### src/rtl/ahb_pkg.sv
// Shared AHB-Lite types, response codes and the byte-lane mask helper
// used by the SRAM responder and future bus responders.
package ahb_pkg;

  typedef enum logic [1:0] {
    HTRANS_IDLE   = 2'b00,
    HTRANS_BUSY   = 2'b01,
    HTRANS_NONSEQ = 2'b10,
    HTRANS_SEQ    = 2'b11
  } htrans_e;

  typedef enum logic [2:0] {
    HSIZE_BYTE = 3'b000,
    HSIZE_HALF = 3'b001,
    HSIZE_WORD = 3'b010
  } hsize_e;

  localparam logic [1:0] HRESP_OKAY  = 2'b00;
  localparam logic [1:0] HRESP_ERROR = 2'b01;

  typedef enum logic [1:0] {
    RESP_IDLE = 2'b00,
    RESP_WAIT = 2'b01,
    RESP_ERR1 = 2'b10,
    RESP_ERR2 = 2'b11
  } resp_state_e;

  // Byte lanes touched by a transfer of the given size at the given offset.
  function automatic logic [3:0] size_mask(input logic [2:0] hsize, input logic [1:0] addr);
    logic [3:0] m;
    m = '0;
    case (hsize)
      HSIZE_BYTE: m = 4'b0001 << addr;
      HSIZE_HALF: m = addr[1] ? 4'b1100 : 4'b0011;
      HSIZE_WORD: m = 4'b1111;
      default:    m = '0;
    endcase
    return m;
  endfunction

endpackage

### src/rtl/ahb_wait_counter.sv
// Loadable down-counter with a done flag; counts to zero and holds there.
module ahb_wait_counter #(
  parameter int unsigned WIDTH = 4
) (
  input  logic             clk_i,
  input  logic             rst_ni,
  input  logic             load_i,
  input  logic [WIDTH-1:0] load_val_i,
  output logic [WIDTH-1:0] count_o,
  output logic             done_o
);

  logic [WIDTH-1:0] count_q, count_d;

  always_comb begin
    count_d = count_q;
    if (load_i) begin
      count_d = load_val_i;
    end else if (count_q != '0) begin
      count_d = count_q - WIDTH'(1);
    end
  end

  always_ff @(posedge clk_i or negedge rst_ni) begin
    if (!rst_ni) begin
      count_q <= '0;
    end else begin
      count_q <= count_d;
    end
  end

  assign count_o = count_q;
  assign done_o  = (count_q == '0);

endmodule

### src/rtl/ahb_sram_responder.sv
// AHB-Lite subordinate backed by a byte-addressed flop array, with
// configurable wait states, strobed writes and a two-cycle ERROR response.
module ahb_sram_responder
  import ahb_pkg::*;
#(
  parameter int unsigned MEM_DEPTH   = 256,
  parameter int unsigned WAIT_STATES = 0,
  parameter int unsigned ADDR_LSB_W  = $clog2(MEM_DEPTH)
) (
  input  logic        HCLK,
  input  logic        HRESETn,
  input  logic        HSEL,
  input  logic [31:0] HADDR,
  input  logic [1:0]  HTRANS,
  input  logic        HWRITE,
  input  logic [2:0]  HSIZE,
  input  logic [2:0]  HBURST,
  input  logic [3:0]  WSTRB,
  input  logic [31:0] HWDATA,
  input  logic        HREADYIN,
  output logic [31:0] HRDATA,
  output logic        HREADYOUT,
  output logic [1:0]  HRESP
);

  resp_state_e            state_q, state_d;
  logic                   active_q, active_d;
  logic [ADDR_LSB_W-1:0]  addr_q;
  logic                   write_q;
  logic [2:0]             size_q;
  logic [3:0]             strb_q;

  logic [7:0]             mem_q [MEM_DEPTH];

  logic                   hready;
  logic                   accept;
  logic                   illegal;
  logic                   complete;
  logic                   wait_load;
  logic                   wait_done;
  logic [3:0]             wait_count;
  logic [3:0]             wr_lanes;
  logic [ADDR_LSB_W-3:0]  word_idx;
  logic                   unused_ok;

  assign unused_ok = ^{HBURST, HTRANS[0], wait_count};

  ahb_wait_counter #(
    .WIDTH (4)
  ) u_wait_counter (
    .clk_i      (HCLK),
    .rst_ni     (HRESETn),
    .load_i     (wait_load),
    .load_val_i (4'(WAIT_STATES)),
    .count_o    (wait_count),
    .done_o     (wait_done)
  );

  always_comb begin
    unique case (state_q)
      RESP_WAIT: hready = wait_done;
      RESP_ERR1: hready = 1'b0;
      default:   hready = 1'b1;
    endcase
  end

  assign accept  = HSEL & HREADYIN & HTRANS[1];
  assign illegal = (|HADDR[31:ADDR_LSB_W])
                 | (HSIZE > 3'd2)
                 | ((HSIZE == HSIZE_HALF) & HADDR[0])
                 | ((HSIZE == HSIZE_WORD) & (HADDR[1:0] != 2'b00));

  // A legal data phase ends either in IDLE (zero-wait) or when WAIT drains.
  assign complete = ((state_q == RESP_IDLE) & active_q)
                  | ((state_q == RESP_WAIT) & wait_done);

  always_comb begin
    state_d   = state_q;
    active_d  = 1'b0;
    wait_load = 1'b0;
    if (hready) begin
      state_d = RESP_IDLE;
      if (accept) begin
        if (illegal) begin
          state_d = RESP_ERR1;
        end else if (WAIT_STATES != 0) begin
          state_d   = RESP_WAIT;
          wait_load = 1'b1;
        end else begin
          active_d = 1'b1;
        end
      end
    end else if (state_q == RESP_ERR1) begin
      state_d = RESP_ERR2;
    end
  end

  always_ff @(posedge HCLK or negedge HRESETn) begin
    if (!HRESETn) begin
      state_q  <= RESP_IDLE;
      active_q <= 1'b0;
      addr_q   <= '0;
      write_q  <= 1'b0;
      size_q   <= '0;
      strb_q   <= '0;
    end else begin
      state_q  <= state_d;
      active_q <= active_d;
      // Completion reads the old captured fields combinationally, so an
      // overlapping accept may overwrite them on the same edge.
      if (hready && accept) begin
        addr_q  <= HADDR[ADDR_LSB_W-1:0];
        write_q <= HWRITE;
        size_q  <= HSIZE;
        strb_q  <= WSTRB;
      end
    end
  end

  assign word_idx = addr_q[ADDR_LSB_W-1:2];

  always_comb begin
    wr_lanes = '0;
    if (complete && write_q) begin
      wr_lanes = strb_q & size_mask(size_q, addr_q[1:0]);
    end
  end

  always_ff @(posedge HCLK) begin
    for (int unsigned b = 0; b < 4; b++) begin
      if (wr_lanes[b]) begin
        mem_q[{word_idx, 2'(b)}] <= HWDATA[8*b +: 8];
      end
    end
  end

  always_comb begin
    HRDATA = '0;
    if (complete && !write_q) begin
      HRDATA = {mem_q[{word_idx, 2'd3}], mem_q[{word_idx, 2'd2}],
                mem_q[{word_idx, 2'd1}], mem_q[{word_idx, 2'd0}]};
    end
  end

  assign HREADYOUT = hready;
  assign HRESP     = ((state_q == RESP_ERR1) || (state_q == RESP_ERR2)) ? HRESP_ERROR : HRESP_OKAY;

endmodule
### config.mk
export PLATFORM = sky130hd
export DESIGN_NAME = ahb_sram_responder
export DESIGN_NICKNAME = d
export VERILOG_FILES = /design/src/rtl/ahb_pkg.sv /design/src/rtl/ahb_wait_counter.sv /design/src/rtl/ahb_sram_responder.sv
export SDC_FILE = /design/constraint.sdc
export NUM_CORES = 2
export LEC_CHECK = 0
export BUFFER_PORTS_ARGS = -buffer_cell sky130_fd_sc_hd__buf_2
export CAP_MARGIN = 20
export CORE_MARGIN = 4
export CORE_UTILIZATION = 30
export DETAILED_ROUTE_END_ITERATION = 10
export SLEW_MARGIN = 20
export SYNTH_ARGS = -nofsm -noshare
export SYNTH_HDL_FRONTEND = slang
export SYNTH_HIERARCHICAL = 1
export SYNTH_SLANG_ARGS = --single-unit
export TNS_END_PERCENT = 20
### constraint.sdc
create_clock -name HCLK -period 3.35 [get_ports HCLK]
set_input_delay 0.335 -clock HCLK [delete_from_list [all_inputs] [get_ports HCLK]]
set_output_delay 0.335 -clock HCLK [all_outputs]
set_load 0.03 [all_outputs]
* After elaboration in Yosys (flattened, before gate mapping)
Memories as Yosys holds them, arrays and structs flattened. Index checks and enable logic that the tools add are counted.
Word-level totals: register bits 23, RAM bits 2048, logic and storage cells 63, memories 1, output and inout bits 35, input bits 81
Operators by class: order comparisons 1, add/sub/neg operators 1, eq/ne operators 7, reductions and logical operators 12, mux-type cells 22, bitwise logic cells 11, shift-type cells 1
Memories:
- mem_q | depth 256, bits a word 8, read ports 4, clocked after memory_dff 0, wr ports 4, RTL line ahb_sram_responder.sv:33 | logic [7:0] mem_q [MEM_DEPTH];
Operators with widths (count):
- $mux 32 | 1
- $reduce_or 24->1 | 1
- $mux 1 | 12
- $mux 4 | 3
- $pmux 4 s3 | 1
- $mux 2 | 4
- $and 1x1->1 | 6
- $eq 3x1->1 const B | 2
- $eq 3x2->1 const B | 2
- $and 4x4->4 | 1
- $eq 2x2->1 const B | 2
- $logic_not 4->1 | 1
- $or 1x1->1 | 4
- $reduce_bool 2->1 | 2
- $reduce_bool 4->1 | 1
- $shl 1x2->4 const A | 1
- $sub 4x1->4 const B | 1
- $gt 3x2->1 const B | 1
- $logic_and 1x1->1 | 3
- $logic_not 3->1 | 1
- $eq 2x1->1 const B | 1
- $logic_not 2->1 | 1
- $pmux 1 s2 | 1
- $logic_not 1->1 | 1
- $logic_or 1x1->1 | 1

* Logic depth before layout (Yosys ltp)
word-level depth 9, gate-level depth with buffers 11, depth with buffers taken out 8

* By module
Netlist, hierarchy kept.
Modules (own cells, without submodules):
- ahb_sram_responder | cells each 4707, seq. area each 61974.4 µm², instances 1, area an instance 80005.5 µm²
- ahb_wait_counter | cells each 23, seq. area each 100.1 µm², instances 1, area an instance 232.7 µm²

* Least setup slack after synthesis
No wires, ideal clock.
path type reg2reg, start point reg u_wait_counter.count_q[0] (netlist: u_wait_counter/count_o[0]), end point mem mem_q[193][2] (netlist: mem_q[48][10]) (enable), period minus slack after synthesis 2.809 ns, path slack 0.541 ns, cell stages (with the launch flop) 9, data arrival time 2.439 ns, required time 2.980 ns, library setup time 0.370 ns, path buffers 1, cell sequence dfrtp_1 > inv_1 > ha_1 > nor3b_4 > mux2i_1 > a2111oi_2 > o211ai_1 > clkbuf_1 > nor2_1
RTL lines:
- start, declared | RTL line ahb_wait_counter.sv:13 | logic [WIDTH-1:0] count_q, count_d;
- start signal, assigned | RTL line ahb_wait_counter.sv:28 | count_q <= count_d;
- end, declared | RTL line ahb_sram_responder.sv:33

* Worst setup path after layout
start point reg addr_q[4], end point out HRDATA[18]
On the way: longest elaborated chain between the ends 2
RTL lines:
- start, declared | RTL line ahb_sram_responder.sv:28 | logic [ADDR_LSB_W-1:0] addr_q;
- start signal, assigned | RTL line ahb_sram_responder.sv:112 | addr_q <= HADDR[ADDR_LSB_W-1:0];
- $mem_v2 256x8
- $mux 32 | RTL line ahb_sram_responder.sv:139 | if (complete && !write_q) begin
- end, declared | RTL line ahb_sram_responder.sv:21 | output logic [31:0] HRDATA,
No other way between the ends.

==> impl_results.md <==
- Status: complete, but fails checks
- Violated checks: setup timing
- Average wire per standard cell: 28.6 um
- Mean Syn Cell Area: 17.0 um2
- Kind of critical path: reg -> out
- Synth Flop Type: edfxtp_1
- Cell chain of the critical path: buf_12 -> buf_12 -> bufbuf_16 -> mux2i_1 -> o22a_1 -> a31oi_1 -> buf_4 -> a2111oi_4 -> buf_4 -> a31oi_2 -> buf_4
- GR Util All Layers: 18.2%
- LEAKAGE: 32.2 nW
- Critical path arrival: 3.68 ns
- GRT overflow: 0
- Vias: 49900
- Starting Density: 30.2%
- Ys async rst share: 1.11%
- Yosys top cell by area: edfxtp_1
- Max-cap violations: 0
- Max Clock Skew: 0.0694 ns
- Highest-count cells in the layout ignoring fill and taps: edfxtp_1 (2048), buf_4 (587), nor2_1 (374)
- Worst setup EP type: primary output
- Post-synth EDFFs: 2048
- HP Class: in -> reg
- Antenna-violating nets left: 0
- Hold slack: 0.0296 ns
- HPWL after DPL: 171000 um
- VDD IR max: 0.522 mV
- Reg2Reg Capture Point: mem_q[29][9]$_DFFE_PP_
- Tcrit/Tclk final: 120%
- Total clock buffers created by CTS: 196
- Startpoint class of the critical path: flop
- Synth Warn #: 6
- Pwr/cell area: 807 mW/mm2
- Root buf cell: clkbuf_16
- Synth top area share: 76.6%
- H-tree Lvls: 4
- Drt pass-1 iters: 7
- Minimum clock period after layout: 4.01 ns
- Main area contributors after synthesis: edfxtp_1 (77%), mux2i_1 (3.6%), a22oi_1 (3.3%)
- IO Pins: 116
- Relative slew slack: 25.6%
- Core area: 0.266 mm2
- Final Hold Vio Count: 0
- Hold Crit Endpoint: mem_q[1][22]$_DFFE_PP_
- Die width: 525 um
- Cell mode on critical path: buf_4
- Final Core Density: 37.6%
- Area of the mapped netlist: 0.0802 mm2
- Routed wire length: 263000 um
- Worst Path Required: 3.01 ns
- Min-Delay Startpoint: HWDATA[22]
- FP Rows: 189
- Final Wtd Congestion: 0.870
- Final setup vio count: 32
- Worst-path clk slew: 0.06 ns
- Min setup slack post-route: -0.663 ns
- Clock Tree Buf Depth: 3
- Share of cells above drive strength 1: 26.8%
- RSZ-0062 raised after global routing: yes
- CP max FO: 11
- R2R cell count: 9
- DRC viols: 0
- Synthesized flop and latch total: 2071
- Final-stage net count: 5546
- Sequential area share after synthesis: 77.4%
- Initial DRC count: 6622
- Pin count of the biggest net entering global routing: 65
- Leading cell type in the layout, fill and taps excluded: edfxtp_1
- R2r startpoint: u_wait_counter/count_o[0]$_DFFE_PN0P_
- Die height: 525 um
- DIE AREA: 0.276 mm2
- Global-route wire length before repair: 365000 um
- CP peak stage delay: 0.51 ns
- Cell depth of the worst hold path: 1
- R2R Setup Slk: 0.12 ns
- Initial antenna violation count: 24
- Vias in the first global route: 48300
- F_max: 249 MHz
- Slew Viols, Final: 0
- CTS tree: done
- DR vias/cell: 5.44
- Worst Max-Slew Pin Slew: 1.12 ns
- Area Overhead vs Synth: 24.5%
- Yosys cell types: 69
- IO Port Bufs: 110
- # clock sinks: 2071
- Worst skew pair latency: 0.85 ns
- Slowest cell on the critical path: dfrtp_4
- Post-Synthesis Cells: 4730
[sequential cells by signal, summed over array words and instances (netlist names)]
name and flops:
strb_q 4, state_q 2, u_wait_counter/count_o 4, write_q 1, mem_q 2048, addr_q 8, size_q 3, active_q 1
[cell type report]
cell class | instances | area, um2
Antenna cell | 7 | 17.5
Timing Repair Buffer | 892 | 8870
Clock buffer | 231 | 5100
Fill cell | 24200 | 166000
Sequential cell | 2071 | 62100
Tap cell | 3533 | 4420
Inverter | 6 | 30.0
Multi-Input combinational cell | 2297 | 18100
Clock inverter | 133 | 1330
[report_power, final]
part / internal (mW) / switching [mW] / total [mW]
Clock: 12.4 / 9.79 / 22.2
Combinational: 12.0 / 17.7 / 29.7
Sequential: 28.6 / 0.181 / 28.8
Total: 53.0 / 27.6 / 80.7
[metal layers]
| metal | wire length (um) | part of all wire (%) | GRT usage, % |
|---|---|---|---|
| met5 | 109 | 0.042 | 0 |
| met4 | 14000 | 5.3 | 8.27 |
| met3 | 25300 | 9.6 | 3.79 |
| met2 | 121000 | 46 | 28.7 |
| met1 | 102000 | 39 | 24.1 |
[synth_stat cells, types with 3 or more instances]
master        n
a2111oi_0     8
a2111oi_2     7
a211oi_1     32
a21o_1       15
a21oi_1     166
a221oi_1    280
a221oi_2      7
a22o_1       75
a22oi_1     351
a31o_1       14
a31oi_1      58
a41oi_1      15
and2_1        5
and2_4        3
and3_1       18
buf_1        26
buf_2       118
buf_4        39
buf_6        26
clkbuf_1    152
dfrtp_1      23
edfxtp_1   2048
inv_1         4
mux2_2       47
mux2i_1     288
mux4_2       32
nand2_1     136
nand2b_1      6
nand3_1      23
nand3b_1      3
nand4_1      15
nor2_1      386
nor2b_1       8
nor3_1       21
nor4_1        6
o211ai_1      4
o21a_1       28
o21ai_0      92
o21ai_1      20
o221ai_1     17
o22a_1       14
o22ai_1      46
o32ai_1       3
or2_2        16
[worst max-delay path: cells and delay by family (launching register included)]
| family | cells | cell delay, ns |
|---|---|---|
| muxes | 1 | 0.25 |
| DFF | 1 | 0.51 |
| buffers and inverters | 6 | 1.25 |
| AOI/OAI and AO/OA | 4 | 0.80 |
[kinds of logic after synthesis]
group	share of synthesized area, %
AO/OA/AOI/OAI	11.6
flip-flops	77.4
buffers and inverters	2.33
other	0.00467
multiplexers	5.16
AND/OR/NAND/NOR	3.52
XOR/XNOR	0.0109
adder cells (fa/ha/maj)	0.0156
[stage by stage]
step	cells	area, um2	power (mW)	setup WS, ns	TNS [ns]
3_3_place_gp	8655	89400	53.1	-0.377	-4.10
3_5_place_dp	8656	89400	53.3	-0.396	-3.75
4_1_cts	9118	98400	78.6	-0.691	-20.19
5_1_grt	9164	99900	83.0	-0.750	-20.33
6_report	9170	99900	80.7	-0.663	-18.18
2_1_floorplan	4735	80300	42.2	0.541	0
[worst max path at each step]
stage	from	slack (ns)	end
global route	addr_q[2]$_DFFE_PN0P_	-0.75	HRDATA[28]
CTS	addr_q[3]$_DFFE_PN0P_	-0.69	HRDATA[28]
floorplan	u_wait_counter/count_o[0]$_DFFE_PN0P_	0.54	mem_q[48][10]$_DFFE_PP_
global placement	addr_q[3]$_DFFE_PN0P_	-0.38	HRDATA[16]
finish	addr_q[4]$_DFFE_PN0P_	-0.66	HRDATA[18]
detailed placement	addr_q[2]$_DFFE_PN0P_	-0.40	HRDATA[10]
[what timing repair did]
action                                 4_1_cts  5_1_grt
cloned                                      15        8
resized for setup                          266      196
buffers inserted                            55       35
endpoints found under the hold margin      152       16
setup endpoints to repair                   38      238
hold buffers                                31        1
pin swaps                                   37       55
Note: power is estimated with default switching activity, not from simulation.
